### src/rtl/i2c_pkg.sv
// Shared types and constants for the single-master I2C byte controller.
// bus_drive() maps FSM state and quarter phase to the open-drain pull-downs.
package i2c_pkg;

   typedef enum logic [3:0] {
      IDLE,
      START,
      ADDR,
      ADDR_ACK,
      WR,
      WR_ACK,
      RD,
      RD_NACK,
      STOP
   } i2c_state_e;

   typedef enum logic [1:0] {
      Q0,
      Q1,
      Q2,
      Q3
   } qphase_e;

   localparam logic I2C_READ  = 1'b1;
   localparam logic I2C_WRITE = 1'b0;

   // Returns {scl_oe, sda_oe}; 1 pulls the line low. tx_bit is the bit being sent.
   function automatic logic [1:0] bus_drive(input i2c_state_e st, input qphase_e q,
                                            input logic tx_bit);
      logic scl_low;
      scl_low = (q == Q0) || (q == Q1);
      case (st)
         START:                         bus_drive = {q == Q3, (q == Q2) || (q == Q3)};
         ADDR, WR:                      bus_drive = {scl_low, ~tx_bit};
         ADDR_ACK, WR_ACK, RD, RD_NACK: bus_drive = {scl_low, 1'b0};
         STOP:                          bus_drive = {scl_low, q != Q3};
         default:                       bus_drive = 2'b00;
      endcase
   endfunction

endpackage

### src/rtl/i2c_qtick.sv
// Quarter-period tick generator: pulses once every CLK_DIV enabled, non-held cycles.
// clr_i restarts the period; hold_i freezes the count while a target stretches SCL.
module i2c_qtick #(
   parameter int unsigned CLK_DIV = 4
) (
   input  logic clk_i,
   input  logic reset_i,
   input  logic en_i,
   input  logic clr_i,
   input  logic hold_i,
   output logic tick_o
);

   localparam logic [7:0] LastCnt = 8'(CLK_DIV - 1);

   logic [7:0] cnt_q, cnt_d;

   always_comb begin
      cnt_d  = cnt_q;
      tick_o = 1'b0;
      if (clr_i) begin
         cnt_d = '0;
      end else if (en_i && !hold_i) begin
         if (cnt_q == LastCnt) begin
            cnt_d  = '0;
            tick_o = 1'b1;
         end else begin
            cnt_d = cnt_q + 8'd1;
         end
      end
   end

   always_ff @(posedge clk_i) begin
      if (reset_i) begin
         cnt_q <= '0;
      end else begin
         cnt_q <= cnt_d;
      end
   end

endmodule

### src/rtl/i2c_controller.sv
// Single-master I2C controller: one START, address byte, one data byte (write or read), STOP.
// Every bit is four quarters; all bus pull-downs come straight from flops.
module i2c_controller
   import i2c_pkg::*;
#(
   parameter int unsigned CLK_DIV = 4
) (
   input  logic       clk,
   input  logic       reset,
   input  logic       start,
   input  logic [6:0] addr,
   input  logic       rw,
   input  logic [7:0] wdata,
   output logic [7:0] rdata,
   output logic       busy,
   output logic       done,
   output logic       ack_err,
   output logic       scl_oe,
   output logic       sda_oe,
   input  logic       scl_in,
   input  logic       sda_in
);

   i2c_state_e state_q, state_d;
   qphase_e    qphase_q, qphase_d;
   logic [2:0] bit_cnt_q, bit_cnt_d;
   logic [7:0] tx_q, tx_d;
   logic [7:0] rx_q, rx_d;
   logic [7:0] wdata_q, wdata_d;
   logic [7:0] rdata_q, rdata_d;
   logic       rx_bit_q, rx_bit_d;
   logic       rw_q, rw_d;
   logic       busy_q, busy_d;
   logic       done_q, done_d;
   logic       ack_err_q, ack_err_d;
   logic       scl_oe_q, scl_oe_d;
   logic       sda_oe_q, sda_oe_d;

   logic accept, hold, tick, sample, eob;

   // A start coinciding with the done pulse is dropped, not queued.
   assign accept = start && !busy_q && !done_q;
   // Target stretching: SCL released by us but still sensed low.
   assign hold   = busy_q && !scl_oe_q && !scl_in && ((qphase_q == Q2) || (qphase_q == Q3));
   assign sample = tick && (qphase_q == Q2);
   assign eob    = tick && (qphase_q == Q3);

   i2c_qtick #(
      .CLK_DIV(CLK_DIV)
   ) u_qtick (
      .clk_i  (clk),
      .reset_i(reset),
      .en_i   (busy_q),
      .clr_i  (accept),
      .hold_i (hold),
      .tick_o (tick)
   );

   always_comb begin
      state_d   = state_q;
      qphase_d  = qphase_q;
      bit_cnt_d = bit_cnt_q;
      tx_d      = tx_q;
      rx_d      = rx_q;
      wdata_d   = wdata_q;
      rdata_d   = rdata_q;
      rx_bit_d  = rx_bit_q;
      rw_d      = rw_q;
      busy_d    = busy_q;
      done_d    = 1'b0;
      ack_err_d = ack_err_q;

      if (tick) begin
         qphase_d = qphase_e'(qphase_q + 2'd1);
      end

      case (state_q)
         IDLE: begin
            if (accept) begin
               state_d   = START;
               qphase_d  = Q0;
               bit_cnt_d = '0;
               busy_d    = 1'b1;
               ack_err_d = 1'b0;
               tx_d      = {addr, rw};
               rw_d      = rw;
               wdata_d   = wdata;
            end
         end
         START: begin
            if (eob) state_d = ADDR;
         end
         ADDR, WR: begin
            if (eob) begin
               if (bit_cnt_q == 3'd7) begin
                  state_d   = (state_q == ADDR) ? ADDR_ACK : WR_ACK;
                  bit_cnt_d = '0;
               end else begin
                  bit_cnt_d = bit_cnt_q + 3'd1;
                  tx_d      = {tx_q[6:0], 1'b0};
               end
            end
         end
         ADDR_ACK: begin
            if (sample) rx_bit_d = sda_in;
            if (eob) begin
               if (rx_bit_q) begin
                  ack_err_d = 1'b1;
                  state_d   = STOP;
               end else if (rw_q == I2C_READ) begin
                  state_d = RD;
               end else begin
                  state_d = WR;
                  tx_d    = wdata_q;
               end
            end
         end
         WR_ACK: begin
            if (sample) rx_bit_d = sda_in;
            if (eob) begin
               if (rx_bit_q) ack_err_d = 1'b1;
               state_d = STOP;
            end
         end
         RD: begin
            if (sample) rx_d = {rx_q[6:0], sda_in};
            if (eob) begin
               if (bit_cnt_q == 3'd7) begin
                  state_d   = RD_NACK;
                  bit_cnt_d = '0;
               end else begin
                  bit_cnt_d = bit_cnt_q + 3'd1;
               end
            end
         end
         RD_NACK: begin
            if (eob) begin
               rdata_d = rx_q;
               state_d = STOP;
            end
         end
         STOP: begin
            if (eob) begin
               state_d = IDLE;
               busy_d  = 1'b0;
               done_d  = 1'b1;
            end
         end
         default: state_d = IDLE;
      endcase

      // Line drive is computed from next-state values so it is registered without lag.
      {scl_oe_d, sda_oe_d} = bus_drive(state_d, qphase_d, tx_d[7]);
   end

   always_ff @(posedge clk) begin
      if (reset) begin
         state_q   <= IDLE;
         qphase_q  <= Q0;
         bit_cnt_q <= '0;
         tx_q      <= '0;
         rx_q      <= '0;
         wdata_q   <= '0;
         rdata_q   <= '0;
         rx_bit_q  <= 1'b0;
         rw_q      <= 1'b0;
         busy_q    <= 1'b0;
         done_q    <= 1'b0;
         ack_err_q <= 1'b0;
         scl_oe_q  <= 1'b0;
         sda_oe_q  <= 1'b0;
      end else begin
         state_q   <= state_d;
         qphase_q  <= qphase_d;
         bit_cnt_q <= bit_cnt_d;
         tx_q      <= tx_d;
         rx_q      <= rx_d;
         wdata_q   <= wdata_d;
         rdata_q   <= rdata_d;
         rx_bit_q  <= rx_bit_d;
         rw_q      <= rw_d;
         busy_q    <= busy_d;
         done_q    <= done_d;
         ack_err_q <= ack_err_d;
         scl_oe_q  <= scl_oe_d;
         sda_oe_q  <= sda_oe_d;
      end
   end

   assign rdata   = rdata_q;
   assign busy    = busy_q;
   assign done    = done_q;
   assign ack_err = ack_err_q;
   assign scl_oe  = scl_oe_q;
   assign sda_oe  = sda_oe_q;

endmodule

### config.mk
export PLATFORM = sky130hd
export DESIGN_NAME = i2c_controller
export DESIGN_NICKNAME = d
export VERILOG_FILES = /design/src/rtl/i2c_pkg.sv /design/src/rtl/i2c_qtick.sv /design/src/rtl/i2c_controller.sv
export SDC_FILE = /design/constraint.sdc
export NUM_CORES = 1
export LEC_CHECK = 0
export CORE_ASPECT_RATIO = 0.75
export CORE_UTILIZATION = 35
export CTS_CLUSTER_DIAMETER = 100
export DETAILED_ROUTE_END_ITERATION = 7
export GPL_TIMING_DRIVEN = 0
export SYNTH_ARGS = -nofsm -noshare
export SYNTH_HDL_FRONTEND = slang
export SYNTH_SLANG_ARGS = --single-unit
### constraint.sdc
create_clock -name clk -period 2.34 [get_ports clk]
set_input_delay 0.585 -clock clk [delete_from_list [all_inputs] [get_ports clk]]
set_output_delay 0.585 -clock clk [all_outputs]
set_load 0.01 [all_outputs]
Word level (Yosys, flattened, before mapping)
Cells that the tools add are included.

word-level totals
  register bits after elaboration = 56
  latch bits = 0
  memory bits (writable) = 0
  bits in read-only memories = 0
  input port bits = 21
  output and inout port bits = 13
  logic and storage cells = 133
  memories kept = 0

operators by class
  add/sub/neg operators = 3
  multiply operators = 0
  div/mod/pow operators = 0
  $lt $le $gt $ge = 0
  equal/unequal tests = 34
  shift operators = 0
  multiplexer cells = 40
  bitwise operators = 2
  reductions and logical operators = 38

operators with widths
  kind                                                   count
  2-to-1 mux 8 bit                                       7
  2-to-1 mux 4 bit                                       10
  equality test 4 x 3 -> 1 bit, second input constant    8
  one-hot mux 4 bit (7 select lines)                     1
  one-hot mux 8 bit (3 select lines)                     1
  equality test 4 x 2 -> 1 bit, second input constant    4
  inequality test 2 bit, second input constant           8
  2-to-1 mux 3 bit                                       4
  OR reduction 2 bit                                     6
  2-to-1 mux 1 bit                                       9
  adder 8 x 1 -> 8 bit, second input constant            1
  equality test 2 bit, second input constant             4
  equality test 4 x 1 -> 1 bit, second input constant    2
  equality test 4 bit, second input constant             2
  equality test 8 x 2 -> 1 bit, second input constant    1
  logical AND 1 bit                                      8
  2-to-1 mux 2 bit                                       4
  one-hot mux 2 bit (4 select lines)                     1
  AND reduction 2 bit                                    4
  AND reduction 7 bit                                    1
  inequality test 2 x 1 -> 1 bit, second input constant  3
  one-hot mux 3 bit (2 select lines)                     1
  AND reduction 3 bit                                    2
  nonzero test 2 bit                                     3
  other kinds (14)                                       22

Depth between registers and ports, before layout
Gate-level depths: netlist of the first run.

  word-level depth = 14
  depth in mapped cells = 8
  mapped depth without buffers = 8

Cells and area by module
Synthesis of the first run repeated with hierarchy kept, for this count alone.

unflattened totals
  cell total of the unflattened synthesis = 302
  area, all modules = 2711.4 µm²

by module, submodules not included
  module          times used  cells an instance  area an instance (µm²)  sequential area each (µm²)
  i2c_controller  1           252                2275.9                  960.9
  i2c_qtick       1           50                 435.4                   160.2

Worst setup path before layout of the first run
OpenSTA, ideal clock, no wires.

  kind = input port to flip-flop
  start = input port scl_in
  end = register tx_q[3]
  library setup time = 128 ps
  arrival = 1851 ps
  required time = 2212 ps
  setup slack = 361 ps
  stages = 7
  buffers on the path = 1
  cell sequence = or2_0 clkbuf_1 o2111a_2 and3_1 a22o_1 a221oi_1 nor2_1

between the ends
  word-level cells in the longest chain between the ends = 10
  elaborated cells between the ends (all ways) = 11
  classes of those cells = 2 x eq/ne; 2 x mux; 7 x reduce/logical

ends and longest elaborated chain
  what                                    RTL line               text
  from (decl)                             i2c_controller.sv:20   input logic scl_in,
  zero test 1 bit *                       i2c_controller.sv:44   assign hold = busy_q && !scl_oe_q && !scl_in && ((qphase_q == Q2) || (qphase_q == Q3));
  logical AND 1 bit * (2 in series)       i2c_controller.sv:44
  zero test 1 bit *                       i2c_qtick.sv:23        end else if (en_i && !hold_i) begin
  logical AND 1 bit *                     i2c_qtick.sv:23
  2-to-1 mux 1 bit *                      i2c_qtick.sv:23
  2-to-1 mux 1 bit *                      i2c_qtick.sv:21        if (clr_i) begin
  logical AND 1 bit *                     i2c_controller.sv:46   assign eob = tick && (qphase_q == Q3);
  inequality test 2 bit (no source line)  -
  AND reduction 7 bit (no source line) *  -
  to (signal assigned)                    i2c_controller.sv:176  tx_q <= tx_d;
  to (decl)                               i2c_controller.sv:27   logic [7:0] tx_q, tx_d;

Mark *: on every way between the ends. The rest lies on a longest branch, timed or not.
A chain may end at the register's enable or synchronous reset.

Final worst setup path of the first run
  start = input port scl_in
  end = register sda_oe_q, in the netlist sda_oe

between the ends
  word-level cells in the longest chain between the ends = 13
  elaborated cells between the ends (all ways) = 37
  classes of those cells = 11 x eq/ne; 16 x mux; 1 x bitwise; 9 x reduce/logical

ends and longest elaborated chain
  what                                                                           RTL line                                    text
  zero test 1 bit *                                                              i2c_controller.sv:44
  logical AND 1 bit * (2 in series)                                              i2c_controller.sv:44
  zero test 1 bit *                                                              i2c_qtick.sv:23
  logical AND 1 bit *                                                            i2c_qtick.sv:23
  2-to-1 mux 1 bit *                                                             i2c_qtick.sv:23
  2-to-1 mux 1 bit *                                                             i2c_qtick.sv:21
  logical AND 1 bit / 2-to-1 mux 2 bit (equally long branches)                   i2c_controller.sv:46, i2c_controller.sv:73
  2-to-1 mux 4 bit, or another cell as far along                                 i2c_controller.sv:143                       if (eob) begin
  one-hot mux 4 bit (7 select lines) / 2-to-1 mux 2 bit (equally long branches)  i2c_controller.sv:77                        case (state_q)
  equality test 4 x 2 -> 1 bit, or another cell as far along                     i2c_pkg.sv:32                               case (st)
  OR reduction 4 bit, or another cell as far along                               i2c_pkg.sv:32
  one-hot mux 2 bit (4 select lines) *                                           i2c_pkg.sv:32
  to (signal assigned)                                                           i2c_controller.sv:186                       sda_oe_q <= sda_oe_d;
  to (decl)                                                                      i2c_controller.sv:37                        logic sda_oe_q, sda_oe_d;

Mark *: on every way between the ends. The rest lies on a longest branch, timed or not. The select of a mux whose other input is x is not followed.

==> out/metrics.cfg, run 1 <==
[power_and_ir_drop]
p_per_area_mw_per_mm2 = 596
intPower_w = 0.00148
share_clk_of_total_power = 0.384
netSwitchingFraction = 0.226
vdd_ir_drop_max_mv = 0.380
power.total_w = 0.00191
combinationalPowerShare = 0.095
p_switching_w = 0.000431
sequentialPowerShare = 0.520
static_leakage_power_nw = 1.19

[yosys]
synth_area_mm2 = 0.00256
post_synth_inst_count = 303
synth-seq-cells = 56
synth_enable_flop_cells = 0
synthesized_net_count = 329
synth.avg_cell_area_um2 = 8.46
ys.flop_type = sky130_fd_sc_hd__dfxtp_1
yosysSeqAreaShare = 0.437
async_flop_share = 0
ys_types = 47
yosys_warnings = 0

[detailed_routing]
vias_per_cell = 5.25
vias = 2326
detail_route.first_pass.iterations = 5
drt_wl_total_um = 6430
detail_route.wl_per_cell_um = 14.5
drc_errors = 0
remaining_antenna_violation_count = 0
drt_first_iter_violations = 143

[worst_setup_path]
worst_path_largest_cell_delay_ns = 0.45
worstPathCellList = clkdlybuf4s50_1 -> or2_0 -> buf_4 -> nand4_1 -> buf_4 -> o311ai_1 -> and4_1 -> o2111ai_1 -> a31oi_1
critPathRequiredTime_ns = 2.58
cp_max_fo = 6
crit_top_cell = sky130_fd_sc_hd__buf_4
arrival_ns = 2.50
criticalPathCategory = input port to register
crit_path_start_kind = input port
crit_family = buffers and inverters
cpMaxStageDelayCell = sky130_fd_sc_hd__clkdlybuf4s50_1
critical_path.endpoint_type = register
path_buf_inv = 3

[timing]
hold_viol_final = 0
slew_violations = 0
post-route-worst-setup-slack_ns = 0.0836
fin_crit_sh = 0.964
fin_crit_ns = 2.26
worst-slew-pin-transition_ns = 0.648
timing.clock.skew_ns = 0.0125
timing.fmax_mhz = 443
finalSetupViolations = 0
fin_tns_setup_ns = 0
slew-limit-headroom = 0.567

[placement]
detailedPlacementHpwl_um = 4620
routabilityCongestion = 0.915
dp_worst_setup_slack_ns = -0.350
place_inst = 433
numPortBuffers = 32

[cells_and_area]
layout_cell_share_with_drive_strength_beyond_1 = 0.0957
layout.core_utilization = 0.461
final_nets = 371
syn_to_final_growth_pct = 25.1
ant_cells = 0
final_cells = 443

[clock_tree]
cts.sink_count = 56
numCtsBuffers = 5
skew_pair_late_insertion_delay_ns = 0.31
h-tree-depth = 2
buffers_from_clock_root_to_sink_at_most = 2
clk_transition_reported_paths_ns = 0.10
tritoncts = done
clock_tree_root_driver_cell = sky130_fd_sc_hd__clkbuf_8

[grt]
number_of_global_route_vias_before_repair = 2125
grt_pass1_wl_um = 10800
antenna_found_initial = 0
track_usage = 0.178
overflow = 0
grt_start_max_net_pins = 17

[floorplanning]
floorplan.die_area_mm2 = 0.00767
floorplan.io_pins = 34
row_count = 26
die_w_um = 101
start_util = 0.368
floorplan.die.height_um = 76.1
floorplan.core_area_mm2 = 0.00696

[min_path]
min-delay-path-class = register to register

[flow_run]
timing.max_cap.violations = 0

[status]
run_status = completed

cells in the final DEF, fill, tap and decap left out, drive strengths merged, types with 9 or more instances in the layout:
| master | count |
|---|---|
| a21oi | 31 |
| buf | 9 |
| clkbuf | 18 |
| clkdlybuf4s50 | 32 |
| dfxtp | 56 |
| mux2i | 11 |
| nand2 | 47 |
| nand3 | 10 |
| nor2 | 37 |
| nor3 | 10 |
layout make-up:
cell class / instances / area, um^2
fillers: 709 / 3750
multi-input cells: 224 / 1390
flip-flops and latches: 56 / 1120
repair buffers: 35 / 343
well taps: 98 / 123
plain buffers: 19 / 86.3
clock buffers: 5 / 68.8
clock inverters: 2 / 60.1
inverters: 4 / 15.0
metal layers:
metal / routed length (um) / track usage / up-vias
met2: 2640 / 0.253 / 84
met3: 351 / 0.0294 / 7
met4: 76 / 0.0493 / 0
li1: - / - / 1161
met5: 0 / 0 / -
met1: 3360 / 0.273 / 1074
worst min-delay path: stages (launching register included):
cell	delay [ns]
sky130_fd_sc_hd__dfxtp_1	0.32
sky130_fd_sc_hd__nand2_1	0.05
sky130_fd_sc_hd__a21oi_1	0.05
cell families (layout without fill, tap and decap cells):
family / count (synthesis) / count (layout) / synth area share
buffers and inverters: 23 / 65 / 0.0371
adder cells (fa/ha/maj): 5 / 5 / 0.0244
AND/OR/NAND/NOR: 132 / 132 / 0.252
XOR/XNOR: 8 / 8 / 0.0273
flip-flops: 56 / 56 / 0.437
AO/OA/AOI/OAI: 68 / 68 / 0.179
multiplexers: 11 / 11 / 0.0429
metrics by stage:
stage               hold slack [ns]  instance area [um^2]
floorplan                     0.432                  2560
global placement              0.440                  3010
detailed placement            0.444                  3010
CTS                           0.458                  3150
global route                  0.480                  3210
finish                        0.456                  3210
what timing repair did:
item | 4_1_cts | 5_1_grt
setup buffers | 0 | 3
gates cloned | 0 | 0
pin swaps | 0 | 5
setup endpoints to repair | 7 | 9
hold buffers | 0 | 0
hold endpoints to repair | 0 | 0
resized for setup | 3 | 11
final timing paths:
path | startpoint | to | slack [ns] | depth (start not counted)
setup reg to reg | u_qtick.cnt_q[1]$_SDFFE_PP0P_ | sda_oe$_SDFF_PP0_ | 0.22 | 8
hold / removal | rdata[0]$_SDFFE_PP0P_ | rdata[0]$_SDFFE_PP0P_ | 0.46 | 2
setup / recovery | scl_in | sda_oe$_SDFF_PP0_ | 0.08 | 9
hold reg to reg | rdata[0]$_SDFFE_PP0P_ | rdata[0]$_SDFFE_PP0P_ | 0.46 | 2
cells in the mapped netlist, types with 2 or more instances:
cell / count / area [um^2]
sky130_fd_sc_hd__o21ai_0: 5 / 25.0
sky130_fd_sc_hd__nand2b_1: 4 / 25.0
sky130_fd_sc_hd__o2111ai_1: 2 / 17.5
sky130_fd_sc_hd__nand4_1: 5 / 31.3
sky130_fd_sc_hd__a21oi_1: 31 / 155
sky130_fd_sc_hd__a31oi_1: 2 / 12.5
sky130_fd_sc_hd__clkbuf_1: 14 / 52.6
sky130_fd_sc_hd__mux2i_1: 11 / 110
sky130_fd_sc_hd__ha_1: 5 / 62.6
sky130_fd_sc_hd__xor2_1: 5 / 43.8
sky130_fd_sc_hd__a22o_1: 5 / 43.8
sky130_fd_sc_hd__dfxtp_1: 56 / 1120
sky130_fd_sc_hd__and2_1: 2 / 12.5
sky130_fd_sc_hd__a211oi_1: 3 / 22.5
sky130_fd_sc_hd__or2_2: 2 / 12.5
sky130_fd_sc_hd__nand3_1: 10 / 50.1
sky130_fd_sc_hd__xnor2_1: 3 / 26.3
sky130_fd_sc_hd__nor2_1: 37 / 139
sky130_fd_sc_hd__nand2_1: 47 / 176
sky130_fd_sc_hd__a222oi_1: 3 / 30.0
sky130_fd_sc_hd__nor3_1: 8 / 40.0
sky130_fd_sc_hd__inv_1: 4 / 15.0
sky130_fd_sc_hd__or3_1: 4 / 25.0
sky130_fd_sc_hd__a221oi_1: 5 / 43.8
sky130_fd_sc_hd__a31o_2: 2 / 17.5
sky130_fd_sc_hd__buf_2: 4 / 20.0
sky130_fd_sc_hd__and4_1: 2 / 17.5
sky130_fd_sc_hd__and3_1: 2 / 12.5
sky130_fd_sc_hd__o211ai_1: 2 / 15.0
flip-flops by register name (all words and copies together) (netlist names):
name	count
state_q	4
rdata	8
bit_cnt_q	3
tx_q	8
u_qtick.cnt_q	8
wdata_q	8
rx_q	8
scl_oe	1
ack_err	1
done	1
rx_bit_q	1
qphase_q	2
busy	1
rw_q	1
sda_oe	1
power by group through the flow:
stage / Clock, W / Sequential [W] / Combinational [W]
6_report: 0.000735 / 0.000995 / 0.000182
3_5_place_dp: 0 / 0.00102 / 0.000167
2_1_floorplan: 0 / 0.00101 / 0.0000994
5_1_grt: 0.000784 / 0.000998 / 0.000200
4_1_cts: 0.000755 / 0.000995 / 0.000171
3_3_place_gp: 0 / 0.00102 / 0.000168
Note: power is estimated with default switching activity, not from simulation.
==> inputs of run 2 (changes only) <==
--- a/config.mk
+++ b/config.mk
@@ -10,6 +10,7 @@
 export CTS_CLUSTER_DIAMETER = 100
 export DETAILED_ROUTE_END_ITERATION = 7
 export GPL_TIMING_DRIVEN = 0
+export RECOVER_POWER = 50
 export SYNTH_ARGS = -nofsm -noshare
 export SYNTH_HDL_FRONTEND = slang
 export SYNTH_SLANG_ARGS = --single-unit
==> run 2 against run 1 <==
Non-clock buffer count did not move; first-iteration DRC count shrank 1.4%; total power is essentially flat; die area unchanged; highest routed layer unchanged.
==> out/metrics.cfg, run 2 (synthesized netlist as in run 1, its figures left out) <==
[worst_setup_path]
r2r-end = sda_oe$_SDFF_PP0_
worst_path_largest_cell_delay_ns = 0.45  ; about the same
path_buf_inv = 3  ; unchanged
crit_top_cell = sky130_fd_sc_hd__buf_4
critical_path.endpoint_type = register
critPathRequiredTime_ns = 2.58  ; about the same
r2r-start = u_qtick.cnt_q[1]$_SDFFE_PP0P_
crit_family = buffers and inverters
worstPathCellList = clkdlybuf4s50_1 -> or2_0 -> buf_4 -> nand4_1 -> buf_4 -> o311ai_1 -> and4_1 -> o2111ai_1 -> a31oi_1
cp_max_fo = 6  ; unchanged
criticalPathCategory = input port to register
r2r.worst_path.cells = 8  ; unchanged
reg2reg_slack_ns = 0.22  ; about the same
arrival_ns = 2.50  ; about the same
crit_path_start_kind = input port
cpMaxStageDelayCell = sky130_fd_sc_hd__clkdlybuf4s50_1

[floorplanning]
floorplan.die.height_um = 76.1  ; unchanged
floorplan.die_area_mm2 = 0.00767  ; unchanged
floorplan.core_area_mm2 = 0.00696  ; unchanged
die_w_um = 101  ; unchanged
floorplan.io_pins = 34  ; unchanged
start_util = 0.368  ; unchanged
row_count = 26  ; unchanged

[power_and_ir_drop]
intPower_w = 0.00148  ; about the same
combinationalPowerShare = 0.095  ; about the same
static_leakage_power_nw = 1.23  ; +3.6%
share_clk_of_total_power = 0.385  ; about the same
power.total_w = 0.00191  ; about the same
netSwitchingFraction = 0.226  ; about the same
p_per_area_mw_per_mm2 = 596  ; about the same
sequentialPowerShare = 0.520  ; about the same
p_switching_w = 0.000431  ; about the same
vdd_ir_drop_max_mv = 0.380  ; about the same

[flow_run]
timing.max_cap.violations = 0  ; unchanged

[grt]
overflow = 0  ; unchanged
grt_start_max_net_pins = 17  ; unchanged
grt_pass1_wl_um = 10800  ; unchanged
number_of_global_route_vias_before_repair = 2125  ; unchanged
track_usage = 0.178  ; unchanged
antenna_found_initial = 0  ; unchanged

[min_path]
hold_path_end = rdata[2]$_SDFFE_PP0P_
min-delay-path-class = register to register
hold-path-cell-count = 2  ; unchanged
hold_path_startpoint = rdata[2]$_SDFFE_PP0P_

[timing]
hold_viol_final = 0  ; unchanged
timing.clock.skew_ns = 0.0125  ; -0.0000119 ns
fin_hold_ws_ns = 0.453  ; -0.00397 ns
slew_violations = 0  ; unchanged
fin_crit_ns = 2.26  ; +0.00000910 ns
fin_tns_setup_ns = 0  ; unchanged
finalSetupViolations = 0  ; unchanged
fin_crit_sh = 0.964  ; about the same
slew-limit-headroom = 0.567  ; about the same
worst-slew-pin-transition_ns = 0.647  ; -0.000734 ns
timing.fmax_mhz = 443  ; about the same

[cells_and_area]
syn_to_final_growth_pct = 25.1  ; unchanged
final_cells = 443  ; unchanged
final_nets = 371  ; unchanged
n_fill_cell = 709  ; unchanged
ant_cells = 0  ; unchanged
most-common-layout-cells = sky130_fd_sc_hd__dfxtp_1 (56), sky130_fd_sc_hd__nand2_1 (46), sky130_fd_sc_hd__nor2_1 (37), sky130_fd_sc_hd__a21oi_1 (31), sky130_fd_sc_hd__clkdlybuf4s50_1 (20)
layout_cell_share_with_drive_strength_beyond_1 = 0.0957  ; unchanged
layout_commonest_cell = sky130_fd_sc_hd__dfxtp_1

[clock_tree]
buffers_from_clock_root_to_sink_at_most = 2  ; unchanged
numCtsBuffers = 5  ; unchanged
cts.sink_count = 56  ; unchanged
tritoncts = done
clk_transition_reported_paths_ns = 0.10  ; about the same
skew_pair_late_insertion_delay_ns = 0.31  ; about the same
clock_tree_root_driver_cell = sky130_fd_sc_hd__clkbuf_8
h-tree-depth = 2  ; unchanged

[placement]
detailedPlacementHpwl_um = 4620  ; unchanged
numPortBuffers = 32  ; unchanged
place_inst = 433  ; unchanged
routabilityCongestion = 0.915  ; unchanged

[detailed_routing]
vias_per_cell = 5.26  ; +0.13%
drt_wl_total_um = 6420  ; about the same
vias = 2329  ; +0.13%
detail_route.first_pass.iterations = 5  ; unchanged
remaining_antenna_violation_count = 0  ; unchanged
drc_errors = 0  ; unchanged
detail_route.wl_per_cell_um = 14.5  ; about the same
drt_first_iter_violations = 141  ; -1.4%

[status]
run_status = completed

[run 2: repair_timing]
| item | in CTS | in global routing |
|---|---|---|
| setup buffers | 0 | 3 |
| setup endpoints to repair | 7 | 9 |
| gates resized for setup | 3 | 11 |
| pin swaps | 0 | 5 |
| hold buffers | 0 | 0 |
[run 2: how the worst max path moves through the flow]
stage,start,end,slack (ns),cells past startpoint
2_1_floorplan,scl_in,tx_q[3]$_SDFFE_PP0P_,0.36,7
3_3_place_gp,start,tx_q[7]$_SDFF_PP0_,-0.38,7
3_5_place_dp,start,tx_q[0]$_SDFFE_PP0P_,-0.35,7
4_1_cts,scl_in,sda_oe$_SDFF_PP0_,0.05,9
5_1_grt,scl_in,tx_q[0]$_SDFFE_PP0P_,-0.01,9
6_report,scl_in,sda_oe$_SDFF_PP0_,0.08,9
[run 2: final cells by class]
type	instances	area (um^2)	share of cell area
multi-input combinational	224	1390	0.434
sequential	56	1120	0.349
timing repair buffer	35	343	0.107
tap	98	123	0.0382
buffer	19	86.3	0.0269
clock buffer	5	68.8	0.0215
clock inverter	2	60.1	0.0187
inverter	4	15.0	0.00468
[run 2: power by group through the flow]
stage / clock, W / combinational, W / sequential, W
finish: 0.000735 / 0.000182 / 0.000995
global route: 0.000784 / 0.000200 / 0.000998
CTS: 0.000755 / 0.000171 / 0.000995
detailed placement: 0 / 0.000167 / 0.00102
global placement: 0 / 0.000168 / 0.00102
floorplan: 0 / 0.0000994 / 0.00101
[run 2: worst min-delay path: stages (launching register included)]
cell and delay (ns):
sky130_fd_sc_hd__dfxtp_1 0.32, sky130_fd_sc_hd__nand2_1 0.05, sky130_fd_sc_hd__a21oi_1 0.05
[run 2: per-stage QoR]
step / utilization / setup slack (ns) / instance area (um^2)
6_report: 0.461 / 0.0836 / 3210
3_5_place_dp: 0.432 / -0.350 / 3010
2_1_floorplan: - / 0.361 / 2560
4_1_cts: 0.452 / 0.0516 / 3150
5_1_grt: 0.461 / -0.0124 / 3210
3_3_place_gp: 0.432 / -0.384 / 3010
[run 2: metal layers]
layer,up-vias,track usage,wire length [um]
met4,0,0.0493,82
met5,-,0,0
li1,1162,-,-
met2,82,0.253,2640
met1,1076,0.273,3350
met3,9,0.0294,347
==> inputs of run 3 (changes only) <==
--- a/config.mk
+++ b/config.mk
@@ -10,6 +10,7 @@
 export CTS_CLUSTER_DIAMETER = 100
 export DETAILED_ROUTE_END_ITERATION = 7
 export GPL_TIMING_DRIVEN = 0
+export HOLD_SLACK_MARGIN = 0.05
 export RECOVER_POWER = 50
 export SYNTH_ARGS = -nofsm -noshare
 export SYNTH_HDL_FRONTEND = slang
==> results of run 3 <==
Same layout as run 2: the final DEF is identical, and so are final timing and power.
